File: src/rtl/uart_tx.sv
// 8N1 UART transmitter with a one-byte holding register ahead of the shift register.
// Define UART_TX_PARITY_EN to insert an even-parity bit between the data bits and the stop bit.
`timescale 1ns/1ps

module uart_tx #(
    parameter int unsigned BAUD_RATE  = 9600,
    parameter int unsigned CLOCK_FREQ = 50000000,
    parameter int unsigned BAUD_TICK  = CLOCK_FREQ / BAUD_RATE
) (
    input  logic       clk,
    input  logic       reset,
    input  logic [7:0] data,
    input  logic       valid,
    output logic       ready,
    output logic       busy,
    output logic       tx
);

`ifdef UART_TX_PARITY_EN
    typedef enum logic [2:0] {
        ST_IDLE   = 3'd0,
        ST_START  = 3'd1,
        ST_DATA   = 3'd2,
        ST_PARITY = 3'd3,
        ST_STOP   = 3'd4
    } state_t;
`else
    typedef enum logic [2:0] {
        ST_IDLE  = 3'd0,
        ST_START = 3'd1,
        ST_DATA  = 3'd2,
        ST_STOP  = 3'd4
    } state_t;
`endif

    localparam logic [15:0] TICK_LAST = 16'(BAUD_TICK - 1);

    state_t      r_state;
    state_t      w_state_nxt;
    logic [15:0] r_baud_cnt;
    logic [15:0] w_baud_cnt_nxt;
    logic [2:0]  r_bit_idx;
    logic [2:0]  w_bit_idx_nxt;
    logic [7:0]  r_hold;
    logic        r_hold_full;
    logic        w_hold_full_nxt;
    logic [7:0]  r_shift;
    logic [7:0]  w_shift_nxt;
    logic        r_tx;
    logic        w_tx_nxt;
    logic        w_baud_done;
    logic        w_accept;
    logic        w_load;
`ifdef UART_TX_PARITY_EN
    logic        r_parity;
`endif

    assign w_baud_done = (r_baud_cnt == TICK_LAST);
    assign w_accept    = valid && !r_hold_full;
    // Every entry into START drains the holding register into the shift register.
    assign w_load      = (w_state_nxt == ST_START) && (r_state != ST_START);

    always_ff @(posedge clk or negedge reset) begin
        if (!reset) begin
            r_state <= ST_IDLE;
        end else begin
            r_state <= w_state_nxt;
        end
    end

    always_comb begin
        w_state_nxt = r_state;
        case (r_state)
            ST_IDLE: begin
                if (r_hold_full) begin
                    w_state_nxt = ST_START;
                end
            end
            ST_START: begin
                if (w_baud_done) begin
                    w_state_nxt = ST_DATA;
                end
            end
            ST_DATA: begin
                if (w_baud_done && (r_bit_idx == 3'd7)) begin
`ifdef UART_TX_PARITY_EN
                    w_state_nxt = ST_PARITY;
`else
                    w_state_nxt = ST_STOP;
`endif
                end
            end
`ifdef UART_TX_PARITY_EN
            ST_PARITY: begin
                if (w_baud_done) begin
                    w_state_nxt = ST_STOP;
                end
            end
`endif
            ST_STOP: begin
                if (w_baud_done) begin
                    w_state_nxt = r_hold_full ? ST_START : ST_IDLE;
                end
            end
            default: begin
                w_state_nxt = ST_IDLE;
            end
        endcase
    end

    always_comb begin
        w_baud_cnt_nxt = r_baud_cnt + 16'd1;
        if ((r_state == ST_IDLE) || (w_state_nxt != r_state) || w_baud_done) begin
            w_baud_cnt_nxt = 16'd0;
        end

        w_bit_idx_nxt = 3'd0;
        if (r_state == ST_DATA) begin
            w_bit_idx_nxt = w_baud_done ? (r_bit_idx + 3'd1) : r_bit_idx;
        end

        w_shift_nxt = r_shift;
        if (w_load) begin
            w_shift_nxt = r_hold;
        end else if ((r_state == ST_DATA) && w_baud_done) begin
            w_shift_nxt = {1'b0, r_shift[7:1]};
        end

        w_hold_full_nxt = r_hold_full;
        if (w_load) begin
            w_hold_full_nxt = 1'b0;
        end else if (w_accept) begin
            w_hold_full_nxt = 1'b1;
        end
    end

    // The line level is computed from next-state values and registered so tx never glitches.
    always_comb begin
        w_tx_nxt = 1'b1;
        case (w_state_nxt)
            ST_IDLE:   w_tx_nxt = 1'b1;
            ST_START:  w_tx_nxt = 1'b0;
            ST_DATA:   w_tx_nxt = w_shift_nxt[0];
`ifdef UART_TX_PARITY_EN
            ST_PARITY: w_tx_nxt = r_parity;
`endif
            ST_STOP:   w_tx_nxt = 1'b1;
            default:   w_tx_nxt = 1'b1;
        endcase
        busy  = (r_state != ST_IDLE);
        ready = !r_hold_full;
        tx    = r_tx;
    end

    always_ff @(posedge clk or negedge reset) begin
        if (!reset) begin
            r_baud_cnt  <= 16'd0;
            r_bit_idx   <= 3'd0;
            r_hold      <= 8'd0;
            r_hold_full <= 1'b0;
            r_shift     <= 8'd0;
            r_tx        <= 1'b1;
        end else begin
            r_baud_cnt  <= w_baud_cnt_nxt;
            r_bit_idx   <= w_bit_idx_nxt;
            r_hold_full <= w_hold_full_nxt;
            r_shift     <= w_shift_nxt;
            r_tx        <= w_tx_nxt;
            if (w_accept) begin
                r_hold <= data;
            end
        end
    end

`ifdef UART_TX_PARITY_EN
    // Parity is latched with the byte so the holding register is free to refill mid-frame.
    always_ff @(posedge clk or negedge reset) begin
        if (!reset) begin
            r_parity <= 1'b0;
        end else if (w_load) begin
            r_parity <= ^r_hold;
        end
    end
`endif

endmodule

File: config.mk
export PLATFORM = sky130hd
export DESIGN_NAME = uart_tx
export DESIGN_NICKNAME = d
export VERILOG_FILES = /design/src/rtl/uart_tx.sv
export SDC_FILE = /design/constraint.sdc
export NUM_CORES = 1
export LEC_CHECK = 0
export ABC_AREA = 1
export CAP_MARGIN = 30
export CORE_ASPECT_RATIO = 1.4
export CORE_MARGIN = 2
export CORE_UTILIZATION = 53
export CTS_CLUSTER_DIAMETER = 40
export DETAILED_ROUTE_END_ITERATION = 8
export PLACE_DENSITY_LB_ADDON = 0.2
export SYNTH_ARGS = -nofsm -noshare
export SYNTH_HDL_FRONTEND = slang
export SYNTH_SLANG_ARGS = --single-unit
File: constraint.sdc
create_clock -name clk -period 1.47 [get_ports clk]
set_input_delay 0.2205 -clock clk [delete_from_list [all_inputs] [get_ports clk]]
set_output_delay 0.2205 -clock clk [all_outputs]
set_load 0.01 [all_outputs]
Word-level counts from Yosys, hierarchy flattened
Index checks and enable logic that the tools add are counted.

storage, ports and cells
  register bits after elaboration = 40
  bits of input ports = 11
  logic and storage cells = 45

cells by class
  equality and inequality tests = 10
  reduce and logical (&&, ||, !) cells = 11
  $add $sub $neg = 2
  muxes and demuxes = 14

operators with widths
  operator                                                           number
  3-bit 2-to-1 mux                                                   6
  16-bit by 1-bit adder with 16-bit output, second input constant    1
  16-bit by 13-bit == test with 1-bit output, second input constant  1
  16-bit 2-to-1 mux                                                  1
  8-bit 2-to-1 mux                                                   2
  3-bit case mux with 4 select lines                                 1
  3-bit by 1-bit == test with 1-bit output, second input constant    2
  3-bit by 2-bit == test with 1-bit output, second input constant    2
  3-bit == test, second input constant                               2
  1-bit logical AND                                                  4
  2-bit nonzero test                                                 2
  3-bit by 1-bit adder with 3-bit output, second input constant      1
  3-bit logical NOT                                                  1
  1-bit 2-to-1 mux                                                   3
  3-bit by 1-bit != test with 1-bit output, second input constant    1
  3-bit != test                                                      1
  3-bit nonzero test                                                 1
  1-bit logical OR                                                   2
  2-bit != test, second input constant                               1
  1-bit case mux with 2 select lines                                 1
  1-bit logical NOT                                                  1

Logic depth before layout (Yosys ltp)
  depth in word-level cells = 8
  mapped depth = 13

Worst setup path after synthesis
Ideal clock, no wire load.

  path type = reg-to-reg
  from = register r_baud_cnt[0]
  to = register r_baud_cnt[14]
  required time = 1,401 ps
  arrival time = 1,543 ps
  cell stages (with the launch flop) = 12
  setup slack = -142 ps
  library setup time = 69 ps
  cells stage by stage = dfrtp_1 > ha_1 > nand2_1 > inv_1 > nand2_1 > nor2_4 > nand2_4 > inv_4 > a31oi_1 > nand3_2 > buf_6 > nor2_2

on the way
  cells in the longest elaborated chain, start to end = 8
  elaborated cells on any way between the ends = 11

ends and longest elaborated chain
  element                                     line  text
  from (decl)                                 40    logic [15:0] r_baud_cnt;
  from (signal assigned)                      164   r_baud_cnt <= w_baud_cnt_nxt;
  16-bit by 13-bit == test with 1-bit output  58    assign w_baud_done = (r_baud_cnt == TICK_LAST);
  1-bit logical AND                           85    if (w_baud_done && (r_bit_idx == 3'd7)) begin
  3-bit 2-to-1 mux                            85
  3-bit case mux with 4 select lines          73    case (r_state)
  3-bit != test                               113   if ((r_state == ST_IDLE) || (w_state_nxt != r_state) || w_baud_done) begin
  1-bit logical OR (2 in series)              113
  16-bit 2-to-1 mux *                         113
  net w_baud_cnt_nxt[14]                      41    logic [15:0] w_baud_cnt_nxt;

Mark *: on every way through the listed nets, which the timed path passes. The rest lies on a longest branch.
A chain may end at the register's enable or synchronous reset.

Worst setup path in the final report
  from = register r_baud_cnt[1]
  to = register r_baud_cnt[12]

The elaborated chain is that of the path after synthesis.

==> qor.csv <==
metric;value;unit
worst skew pair latency;290;ps
vias;1736;
TritonCTS Buffers;5;
Die Wd;57.8;microns
CTS root buf;clkbuf_8;
CP arrival;1890;ps
startpoint types;register;
antenna-violating nets left;0;
GRT overflow;0;
cell with the most instances after synthesis;dfrtp_1;
sequential share of the synthesized area;46.7;%
Mapped Area;2150;sq um
clock slew at reported path FFs;80;ps
CTS max path bufs;2;
first-pass GRT wire length;7560;microns
top cell type's share of synthesized area;45.5;%
Die H;79.3;microns
unrepaired setup endpoints after global routing;true;
final RePlAce weighted congestion;0.917;
largest net degree at the start of global routing;26;
Slew HR;73.5;%
flip-flop and latch count after synthesis;40;
Data required, critical path;1700;ps
status;finished, violations left;
Pre-antenna DRT Iters;4;
I/O pin total;14;
VDD IR max;866;uV
fin crit share;113;%
core footprint;3920;sq um
FILL cells;305;
CTS tree;yes;
Finish-stage setup viols;30;
Fin. Hold Viols;0;
clock sinks;40;
H-tree Lvls;2;
setup tns final;-4420;ps
list of most frequent post-synthesis cells;dfrtp_1 (39), nand2_1 (29), nor2_1 (21);
CP max FO;8;
initial antenna violation count;0;
vias in the first global route;1772;
Cells after Synth;225;
DRC viols;0;
multi-input combinational cell area;1110;sq um
async set or reset register ratio after synthesis;100;%
min-delay worst type;input port to asynchronous set/reset pin;
PnR worst setup slack;-191;ps
Via-to-Cell Ratio;5.34;
final net count;295;
Static Leak;1.39;nW
Mapped Avg Cell Area;9.54;sq um
critical path endpoint category;register;
fraction of layout cells with a size suffix above 1;42.9;%
post-detail-place hpwl;3160;microns
failing checks;negative setup slack;
Total Routing Usage GR;21.8;%
DRT iter0 DRCs;58;
post-layout util;72.8;%
diodes inserted;0;
routed length per placed instance;13.7;microns
Initial Utilization;54.8;%
Die Area;4580;sq um
Worst Max-Slew Pin Slew;398;ps
final worst clock skew;3.62;ps
Detailed Route WL;4460;microns
Tmin final;1660;ps
placed instance count;312;
port bufs;13;
Mapped Nets;239;
minimum setup slack among reg-to-reg paths;-190;ps
Core Rows;27;
synth top area cells;dfrtp_1 (45%), nand2_1 (5.1%), xor2_1 (4.9%), nand3_1 (4.4%), nand3_2 (3.7%);
Pins Over Slew Limit;0;
EDFF count, synth;0;
worst setup path class;register to register;
fin cells;325;
f_max;602;MHz
post-synth top area cell;dfrtp_1;
ys flop type;dfrtp_1;
area grow syn2layout;32.8;%
PwrDens;795;nW/um^2
Reg area;1000;sq um
Maximum Capacitance Violations;0;
Unique masters post-synth;36;
Ys Warns;0;
[stage by stage]
stage / worst slack [ps] / cell area [sq um] / power (W) / hold slack [ps]
floorplan: -78.5 / 2150 / 0.00132 / -75.1
finish: -191 / 2850 / 0.00227 / 379
CTS: -189 / 2740 / 0.00230 / 386
global placement: -145 / 2590 / 0.00140 / 165
detailed placement: -198 / 2590 / 0.00140 / 167
global route: -314 / 2850 / 0.00235 / 437
[kinds of logic after synthesis]
family          synth area share [%]
buf+inv                         6.41
compound gates                  4.02
mux                             3.67
flops                           46.7
xor+xnor                        5.30
simple gates                    32.2
fa+ha+maj                       1.75
[what timing repair did]
action                                  CTS  global route
buffers inserted                          1             1
hold buffers                              1             0
endpoints found under the hold margin    14             0
endpoints found under the setup margin   32            33
resized for setup                        10            19
gates cloned                              1             1
pin swaps                                 1             1
[cells in the final DEF, fill, tap and decap left out, drive strengths merged]
| cell | n |
|---|---|
| dlygate4sd3 | 1 |
| dfstp | 1 |
| dlygate4sd2 | 3 |
| nor4 | 3 |
| dfrtp | 39 |
| buf | 37 |
| clkbuf | 7 |
| xnor2 | 1 |
| bufinv | 1 |
| mux2 | 7 |
| nand4 | 5 |
| ha | 3 |
| a31oi | 1 |
| nor2 | 34 |
| nor3 | 7 |
| o21ai | 5 |
| nand3 | 28 |
| or2 | 1 |
| and3 | 1 |
| inv | 26 |
| xor2 | 12 |
| a21oi | 3 |
| clkinv | 1 |
| nand2 | 43 |
| clkdlybuf4s50 | 9 |
| a22o | 2 |
| and2 | 1 |
[final timing paths]
check,startpoint,to,depth (start not counted)
setup / recovery,r_baud_cnt[1],r_baud_cnt[12],11
hold / removal,reset,r_state[2],2
setup reg to reg,r_baud_cnt[1],r_baud_cnt[12],11
hold reg to reg,r_hold[7],r_shift[7],2
max in group asynchronous,reset,r_baud_cnt[2],3
min in group clk,r_hold[7],r_shift[7],2
[cell type report]
type	instances	share of cell area, %
multi-input cells	157	39.1
repair buffers	51	16.3
clock buffers	6	2.54
well taps	43	1.89
inverters	26	3.86
flip-flops and latches	40	35.1
clock inverters	2	1.23
[sequential cells by signal (all words and copies together) (netlist names)]
| name | count |
|---|---|
| r_baud_cnt | 16 |
| tx | 1 |
| r_state | 3 |
| r_shift | 8 |
| r_hold_full | 1 |
| r_bit_idx | 3 |
| r_hold | 8 |
[critical path, stage by stage, from the launching register on]
cell and delay, ps:
dfrtp_1 390, ha_2 200, nand2_2 70, inv_2 40, nand2_2 70, nor2_4 50
nand2_4 130, o21ai_4 80, a21oi_2 180, nand3_4 120, clkbuf_16 190, nor2_4 80
[routing by layer]
layer / global-route usage, % / vias to the layer above / routed length (microns)
li1: - / 845 / -
met4: 12.1 / 0 / 144
met5: 0 / - / 0
met2: 40.2 / 30 / 2530
met3: 3.75 / 16 / 108
met1: 22.6 / 845 / 1670
[power by group]
part	internal (W)	switching, W
clock network	0.000504	0.000378
logic	0.0000911	0.0000589
registers	0.00118	0.0000532
No activity file was read; power rests on OpenSTA's default activity.
